$ cat src/rtl/phase_sampler.sv
// Phase sampler for a coupled spin-oscillator array: enables the array, lets it settle,
// then votes each oscillator's agreement with oscillator 0 over a window into a spin bit.
module phase_sampler #(
  parameter int N             = 3,
  parameter int SETTLE_CYCLES = 1024,
  parameter int SAMPLE_CYCLES = 256
) (
  input  logic         clk,
  input  logic         rstn,
  input  logic         start,
  input  logic [N-1:0] osc_in,
  output logic         core_en,
  output logic         busy,
  output logic         valid,
  input  logic         ack,
  output logic [N-1:0] spins
);

  localparam int MAXC = (SETTLE_CYCLES > SAMPLE_CYCLES) ? SETTLE_CYCLES : SAMPLE_CYCLES;
  localparam int CW   = $clog2(MAXC + 1);
  localparam int AW   = $clog2(SAMPLE_CYCLES + 1);

  typedef enum logic [1:0] {
    S_IDLE    = 2'd0,
    S_SETTLE  = 2'd1,
    S_MEASURE = 2'd2,
    S_DONE    = 2'd3
  } state_t;

  // Strict majority: a tie over the window resolves to 0.
  function automatic logic majority(input logic [AW-1:0] cnt);
    return {cnt, 1'b0} > (AW+1)'(SAMPLE_CYCLES);
  endfunction

  state_t         r_state;
  state_t         w_state_nxt;
  logic           r_go;
  logic [CW-1:0]  r_cnt;
  logic [N-1:0]   r_sync1;
  logic [N-1:0]   r_sync2;
  logic [N-1:0]   w_osc_s;
  logic [AW-1:0]  r_agree     [N];
  logic [AW-1:0]  w_agree_nxt [N];
  logic           w_settle_end;
  logic           w_meas_end;
  logic           w_state_chg;
  logic           r_core_en;
  logic           r_busy;
  logic           r_valid;
  logic [N-1:0]   r_spins;

  // Stage: two-flop synchronizer for the asynchronous oscillator outputs
  always_ff @(posedge clk or negedge rstn) begin
    if (!rstn) begin
      r_sync1 <= '0;
      r_sync2 <= '0;
    end else begin
      r_sync1 <= osc_in;
      r_sync2 <= r_sync1;
    end
  end

  assign w_osc_s = r_sync2;

  // start is captured once in IDLE; the FSM acts on the captured copy, which places
  // valid SETTLE_CYCLES+SAMPLE_CYCLES+1 edges after the sampling edge.
  always_ff @(posedge clk or negedge rstn) begin
    if (!rstn) begin
      r_go <= 1'b0;
    end else begin
      r_go <= (r_state == S_IDLE) && start;
    end
  end

  always_ff @(posedge clk or negedge rstn) begin
    if (!rstn) begin
      r_state <= S_IDLE;
    end else begin
      r_state <= w_state_nxt;
    end
  end

  always_comb begin
    w_state_nxt  = r_state;
    w_settle_end = 1'b0;
    w_meas_end   = 1'b0;
    case (r_state)
      S_IDLE: begin
        if (r_go) w_state_nxt = S_SETTLE;
      end
      S_SETTLE: begin
        if (r_cnt == CW'(SETTLE_CYCLES - 1)) begin
          w_state_nxt  = S_MEASURE;
          w_settle_end = 1'b1;
        end
      end
      S_MEASURE: begin
        if (r_cnt == CW'(SAMPLE_CYCLES - 1)) begin
          w_state_nxt = S_DONE;
          w_meas_end  = 1'b1;
        end
      end
      S_DONE: begin
        if (ack) w_state_nxt = S_IDLE;
      end
      default: w_state_nxt = S_IDLE;
    endcase
  end

  assign w_state_chg = (w_state_nxt != r_state);

  always_ff @(posedge clk or negedge rstn) begin
    if (!rstn) begin
      r_cnt <= '0;
    end else if (w_state_chg) begin
      r_cnt <= '0;
    end else if (r_state == S_SETTLE || r_state == S_MEASURE) begin
      r_cnt <= r_cnt + CW'(1);
    end
  end

  // Stage: agreement counting against the phase reference (oscillator 0)
  always_comb begin
    for (int i = 0; i < N; i++) begin
      w_agree_nxt[i] = r_agree[i] + AW'(w_osc_s[i] == w_osc_s[0]);
    end
  end

  always_ff @(posedge clk or negedge rstn) begin
    if (!rstn) begin
      for (int i = 0; i < N; i++) r_agree[i] <= '0;
    end else if (w_settle_end) begin
      for (int i = 0; i < N; i++) r_agree[i] <= '0;
    end else if (r_state == S_MEASURE) begin
      for (int i = 0; i < N; i++) r_agree[i] <= w_agree_nxt[i];
    end
  end

  // Stage: result and registered status outputs
  always_ff @(posedge clk or negedge rstn) begin
    if (!rstn) begin
      r_spins <= '0;
    end else if (w_meas_end) begin
      for (int i = 0; i < N; i++) r_spins[i] <= majority(w_agree_nxt[i]);
    end
  end

  always_ff @(posedge clk or negedge rstn) begin
    if (!rstn) begin
      r_core_en <= 1'b0;
      r_busy    <= 1'b0;
      r_valid   <= 1'b0;
    end else begin
      r_core_en <= (w_state_nxt == S_SETTLE) || (w_state_nxt == S_MEASURE);
      r_busy    <= (w_state_nxt == S_SETTLE) || (w_state_nxt == S_MEASURE);
      r_valid   <= (w_state_nxt == S_DONE);
    end
  end

  assign core_en = r_core_en;
  assign busy    = r_busy;
  assign valid   = r_valid;
  assign spins   = r_spins;

endmodule
$ cat config.mk
export PLATFORM = sky130hd
export DESIGN_NAME = phase_sampler
export DESIGN_NICKNAME = d
export VERILOG_FILES = /design/src/rtl/phase_sampler.sv
export SDC_FILE = /design/constraint.sdc
export NUM_CORES = 1
export LEC_CHECK = 0
export CORE_ASPECT_RATIO = 0.5
export CORE_UTILIZATION = 50
export DETAILED_ROUTE_END_ITERATION = 12
export PLACE_DENSITY_LB_ADDON = 0.25
export REMOVE_ABC_BUFFERS = 1
export SETUP_SLACK_MARGIN = 0.05
export SYNTH_ARGS = -nofsm -noshare
export SYNTH_HDL_FRONTEND = slang
export SYNTH_SLANG_ARGS = --single-unit
export TNS_END_PERCENT = 100
$ cat constraint.sdc
create_clock -name clk -period 2.1 [get_ports clk]
set_input_delay 0.42 -clock clk [delete_from_list [all_inputs] [get_ports clk]]
set_output_delay 0.42 -clock clk [all_outputs]
set_load 0.05 [all_outputs]
### Word-level counts from Yosys, hierarchy flattened

Cells that the tools add are included.

* reduce and logical (&&, ||, !) cells: 6
* equality and inequality tests: 11
* $lt $le $gt $ge: 3
* muxes and demuxes: 13
* add/subtract/negate cells: 4

Operator list (count)
* 27-bit two-way mux: 2
* 10-bit by 9-bit > comparator with 1-bit output (second input constant): 3
* 11-bit two-way mux: 2
* 9-bit by 1-bit adder with 9-bit output: 2
* 11-bit by 1-bit adder with 11-bit output (second input constant): 1
* 11-bit by 10-bit equality test with 1-bit output (second input constant): 1
* 11-bit by 8-bit equality test with 1-bit output (second input constant): 1
* 9-bit by 1-bit adder with 9-bit output (second input constant): 1
* 2-bit equality test (second input constant): 4
* 2-bit two-way mux: 4
* 2-bit case mux with 4 select lines: 1
* 2-bit by 1-bit equality test with 1-bit output (second input constant): 2
* 1-bit two-way mux: 4
* 2-bit nonzero test: 2
* 1-bit equality test: 2
* 2-bit logical NOT: 1
* 1-bit logical OR: 2
* 2-bit != test: 1
* 1-bit logical AND: 1

* logic and storage cells: 48
* bits of input ports: 7
* output and inout bits: 6
* register bits after elaboration: 52

### Longest topological paths before layout

* depth after elaboration: 5
* depth in mapped cells: 9
* depth with buffers taken out: 8

### Worst setup path after synthesis

OpenSTA, ideal clock, no wires.

* kind: flip-flop to flip-flop
* from: reg r_state[1]
* to: reg r_busy (netlist: busy)
* slack: 0.114 ns
* period minus slack after synthesis: 1.986 ns
* path buffers: 0
* arrival: 1.860 ns
* setup time: 0.126 ns
* stages on the path, launching flop included: 8
* cells stage by stage: dfrtp_1 -> inv_1 -> ha_1 -> inv_1 -> nor4_4 -> nor3_2 -> o22ai_1 -> ha_1

* longest elaborated chain between the ends: 4

Ends and longest elaborated chain
* start: declaration: line 35 `state_t r_state;`
* start signal: assignment: line 79 `r_state <= w_state_nxt;`
* 2-bit equality test, or another cell as far along: line 87 `case (r_state)`
* 2-bit case mux with 4 select lines *: line 87
* named net w_state_nxt[1]: line 36 `state_t w_state_nxt;`
* 2-bit by 1-bit equality test with 1-bit output or 2-bit equality test (tied branches): line 155 `r_busy <= (w_state_nxt == S_SETTLE) || (w_state_nxt == S_MEASURE);`
* 1-bit logical OR *: line 155
* end signal: assignment: line 155
* end: declaration: line 48 `logic r_busy;`

The timed path passes the listed nets; every way through them passes the cells marked *.
A chain may end at the register's enable or synchronous reset.

### Final worst setup path

* from: reg r_sync2[0]
* to: reg r_spins[2] (netlist: spins[2])

* longest elaborated chain between the ends: 3

Ends and longest elaborated chain
* start: declaration: line 40 `logic [N-1:0] r_sync2;`
* start signal: assignment: line 59 `r_sync2 <= r_sync1;`
* 1-bit equality test: line 125 `w_agree_nxt[i] = r_agree[i] + AW'(w_osc_s[i] == w_osc_s[0]);`
* 9-bit by 1-bit adder with 9-bit output: line 125
* 10-bit by 9-bit > comparator with 1-bit output: line 32 `return {cnt, 1'b0} > (AW+1)'(SAMPLE_CYCLES);`
* end signal: assignment: line 142 `r_spins <= '0;`
* end: declaration: line 50 `logic [N-1:0] r_spins;`

No other way between the ends.

==> impl_results.md <==
* Status: finished, final reports clean
* # clock sinks at 52
* # diodes at 0
* Critical Path Source: r_sync2[0]
* Worst r2r path cells at 8
* Seq cells post-synth at 52
* Peak supply drop at 0.655 mV
* Layout Nets at 321
* TritonRoute pass-1 iters at 4
* GRT overflow at 0
* Die W at 108 µm
* Main synth FF type: dfrtp_1
* Later-pin clock latency in the skew report at 0.28 ns
* Worst EP arrival at 2.12 ns
* Critical Path End Type: flip-flop
* Final hold vios at 0
* Core area at 5180 µm²
* Flop2flop setup slack at 0.16 ns
* Via count at 2,058
* Routed WL per cell at 13.5 µm
* Post-synth ARST share at 100%
* Post-synth EDFFs at 0
* Die ar. at roughly 6000 µm²
* Setup tns final at 0 ns
* WHS at 0.111 ns
* Cell Pwr Density at 1040 nW/µm²
* Largest net degree at the start of global routing at 53
* YS warnings at 0
* Die height at 55.2 µm
* Kind of critical path: flip-flop to flip-flop
* Buffers on Ports at 12
* Ratio of cells with drive above 1 in the final layout at 9.60%
* Internal at 0.00231 W
* GP Congestion at roughly 0.84
* CP startpoint kind: flip-flop
* Worst Tran Pin Value at between 0.4 and 0.5 ns
* Max Buffers Root-to-Sink at 2
* Clock skew at 0.00401 ns
* Number of remaining DRC errors at 0
* Final slew viol count at 0
* Lkg Pwr at ~1.4 nW
* Final cell count without fillers at between 300 and 400
* Comb power frac at 32.0%
* Total Wirelength at 5020 µm
* Flop pwr share at 38.5%
* FF-to-FF Start: r_sync2[0]
* Initial antenna violation count at 0
* Sw Share at 32.7%
* Initial DRC count at 94
* Sw power at between 0.001 and 0.0015 W
* Fmax at 515 MHz
* Final setup fails at 0
* Min Clock Period, post-route at 1.94 ns
* Layout overhead on the synthesized area at 16.2%
* Critical R2R Capture: spins[2]
* Synth Cell Area at 2830 µm²
* Clk Tree Root Cell: clkbuf_16
* Register clock-pin slew on the reported worst setup and hold paths at about 0.06 ns
* Via density at 5.53
* Unique masters post-synth at 44
* CP max FO at 4
* Antenna Nets Post-Route at 0
* Cell type with the largest total area after synthesis: dfrtp_1
* Register area share after synthesis at about 46%
* Starting density of the core at 54.7%
* Synth top area cells: dfrtp_1 46%, xor2_1 9.0%, nor2_1 7.3%
* Maximum level of the CTS H-tree at 2
* Worst slew margin at between 60% and 70%
* Power share of the clock group at 29.5%
* HP Class: primary input to async pin
* Vias in the first global route at 1,939
* Total CTS buffers at 5
* Final period utilization at approximately 93%
* Syn_area_per_cell at 9.91 µm²
* CTS tree: yes
* Final HPWL DP at 3310 µm
* Post-Syn Instances at 286
* First-pass GRT wire length at 8530 µm
* Post-placement cell count at 363
* CP Data Required Time at 2.28 ns
* Critical Path Sink: spins[2]
* Setup repair after global routing missed its margin: no
* Site Rows at 18
* Synth top area share at between 40% and 50%
* Max Cap Viol at 0
* Io pins at 13
* All-layer global routing usage at 18.4%
[per-layer routing]
metal | wire [µm] | part of all wire [%] | up-vias | track usage [%]
li1 | - | - | 1025 | -
met1 | 2450 | 49 | 1011 | 24.9
met2 | 2410 | 48 | 20 | 28.4
met3 | 142 | 2.8 | 2 | 6.38
met4 | 19 | 0.38 | 0 | 4.44
met5 | 0 | 0 | - | 0
[cell usage in the layout (no fill, tap or decap), types with 5 or more instances in the layout]
master	netlist	layout
a21oi_1	7	7
clkbuf_16	0	5
ha_1	12	8
and3_1	5	5
nand3_1	14	14
nand4_1	12	12
nor3_1	5	5
nand2_1	17	17
and2_1	5	5
a31oi_1	5	5
buf_4	1	5
inv_1	5	5
dfrtp_1	52	52
clkdlybuf4s50_1	0	11
xor2_1	29	29
xnor2_1	8	8
mux2i_1	8	8
nor2_1	55	55
[sequential cells by signal (all words and copies together), names as in the netlist]
| name | count |
|---|---|
| busy | 1 |
| r_agree | 27 |
| r_cnt | 11 |
| r_go | 1 |
| r_state | 2 |
| r_sync1 | 3 |
| r_sync2 | 3 |
| spins | 3 |
| valid | 1 |
[cells in the mapped netlist, types with 2 or more instances]
cell type / count
nor2_1: 55
dfrtp_1: 52
xor2_1: 29
nand2_1: 17
nand3_1: 14
ha_1: 12
nand4_1: 12
mux2i_1: 8
xnor2_1: 8
a21oi_1: 7
a31oi_1: 5
and2_1: 5
and3_1: 5
buf_2: 5
inv_1: 5
nor3_1: 5
and4_1: 4
o21ai_0: 4
buf_6: 3
nor2b_1: 3
nand3b_1: 2
nand4b_1: 2
o311ai_1: 2
o31ai_1: 2
[metrics by stage]
stage / power (W) / instance area (µm²) / util, % / worst slack, ns
6_report: 0.00344 / 3290 / 63.6 / 0.157
5_1_grt: 0.00366 / 3290 / 63.6 / 0.0386
4_1_cts: 0.00330 / 3210 / 62.0 / 0.0505
3_5_place_dp: 0.00227 / 3020 / 58.3 / 0.0442
3_3_place_gp: 0.00224 / 3020 / 58.3 / 0.109
2_1_floorplan: 0.00200 / 2760 / - / -0.251
[area by class of cell]
| type | instances | area, µm² |
|---|---|---|
| Sequential cell | 52 | 1300 |
| Timing Repair Buffer | 20 | 204 |
| Inverter | 5 | 18.8 |
| Multi-Input combinational cell | 218 | 1500 |
| Clock inverter | 2 | 60.1 |
| Clock buffer | 5 | 125 |
| Tap cell | 70 | 87.6 |
| Fill cell | 422 | 1890 |
[worst min path at each step]
stage                       endpoint  slack (ns)       start  depth (start not counted)
final                       r_cnt[2]        0.11        rstn                          2
after global routing        r_cnt[4]        0.13        rstn                          2
after CTS                  r_cnt[10]        0.13        rstn                          2
after detailed placement  r_sync2[2]        0.34  r_sync1[2]                          0
after global placement    r_sync2[2]        0.33  r_sync1[2]                          0
after floorplan                 busy        0.12        rstn                          0
[repair_timing]
action	4_1_cts	5_1_grt
resized for setup	2	12
pin swaps	0	6
buffers inserted	0	2
endpoints found under the setup margin	2	16
gates cloned	0	0
hold buffers	0	0
[critical path: stages, from the launching register on]
cell       delay, ns
dfrtp_1         0.40
xnor2_1         0.14
ha_2            0.21
buf_4           0.15
and3_1          0.19
and2_1          0.19
o311ai_1        0.29
o2111ai_1       0.15
o21a_1          0.13
[logic make-up (layout without fill, tap and decap cells)]
family                     after synthesis  in the layout  synth area share [%]
and+or+nand+nor                        130            130                  23.6
DFF                                     52             52                  45.9
xor gates and xnor gates                37             37                  11.4
AOI/OAI and AO/OA                       31             31                  7.68
buffers and inverters                   16             32                  3.27
adders and majority gates               12             12                  5.30
muxes                                    8              8                  2.83
[power by group through the flow]
stage / sequential [W] / combinational (W) / clock [W]
final: 0.00132 / 0.00110 / 0.00101
after global placement: 0.00132 / 0.000921 / 0
after floorplan: 0.00138 / 0.000624 / 0
after detailed placement: 0.00133 / 0.000938 / 0
after CTS: 0.00132 / 0.000947 / 0.00103
after global routing: 0.00135 / 0.00123 / 0.00109
Power figures use the tool's default switching activity.
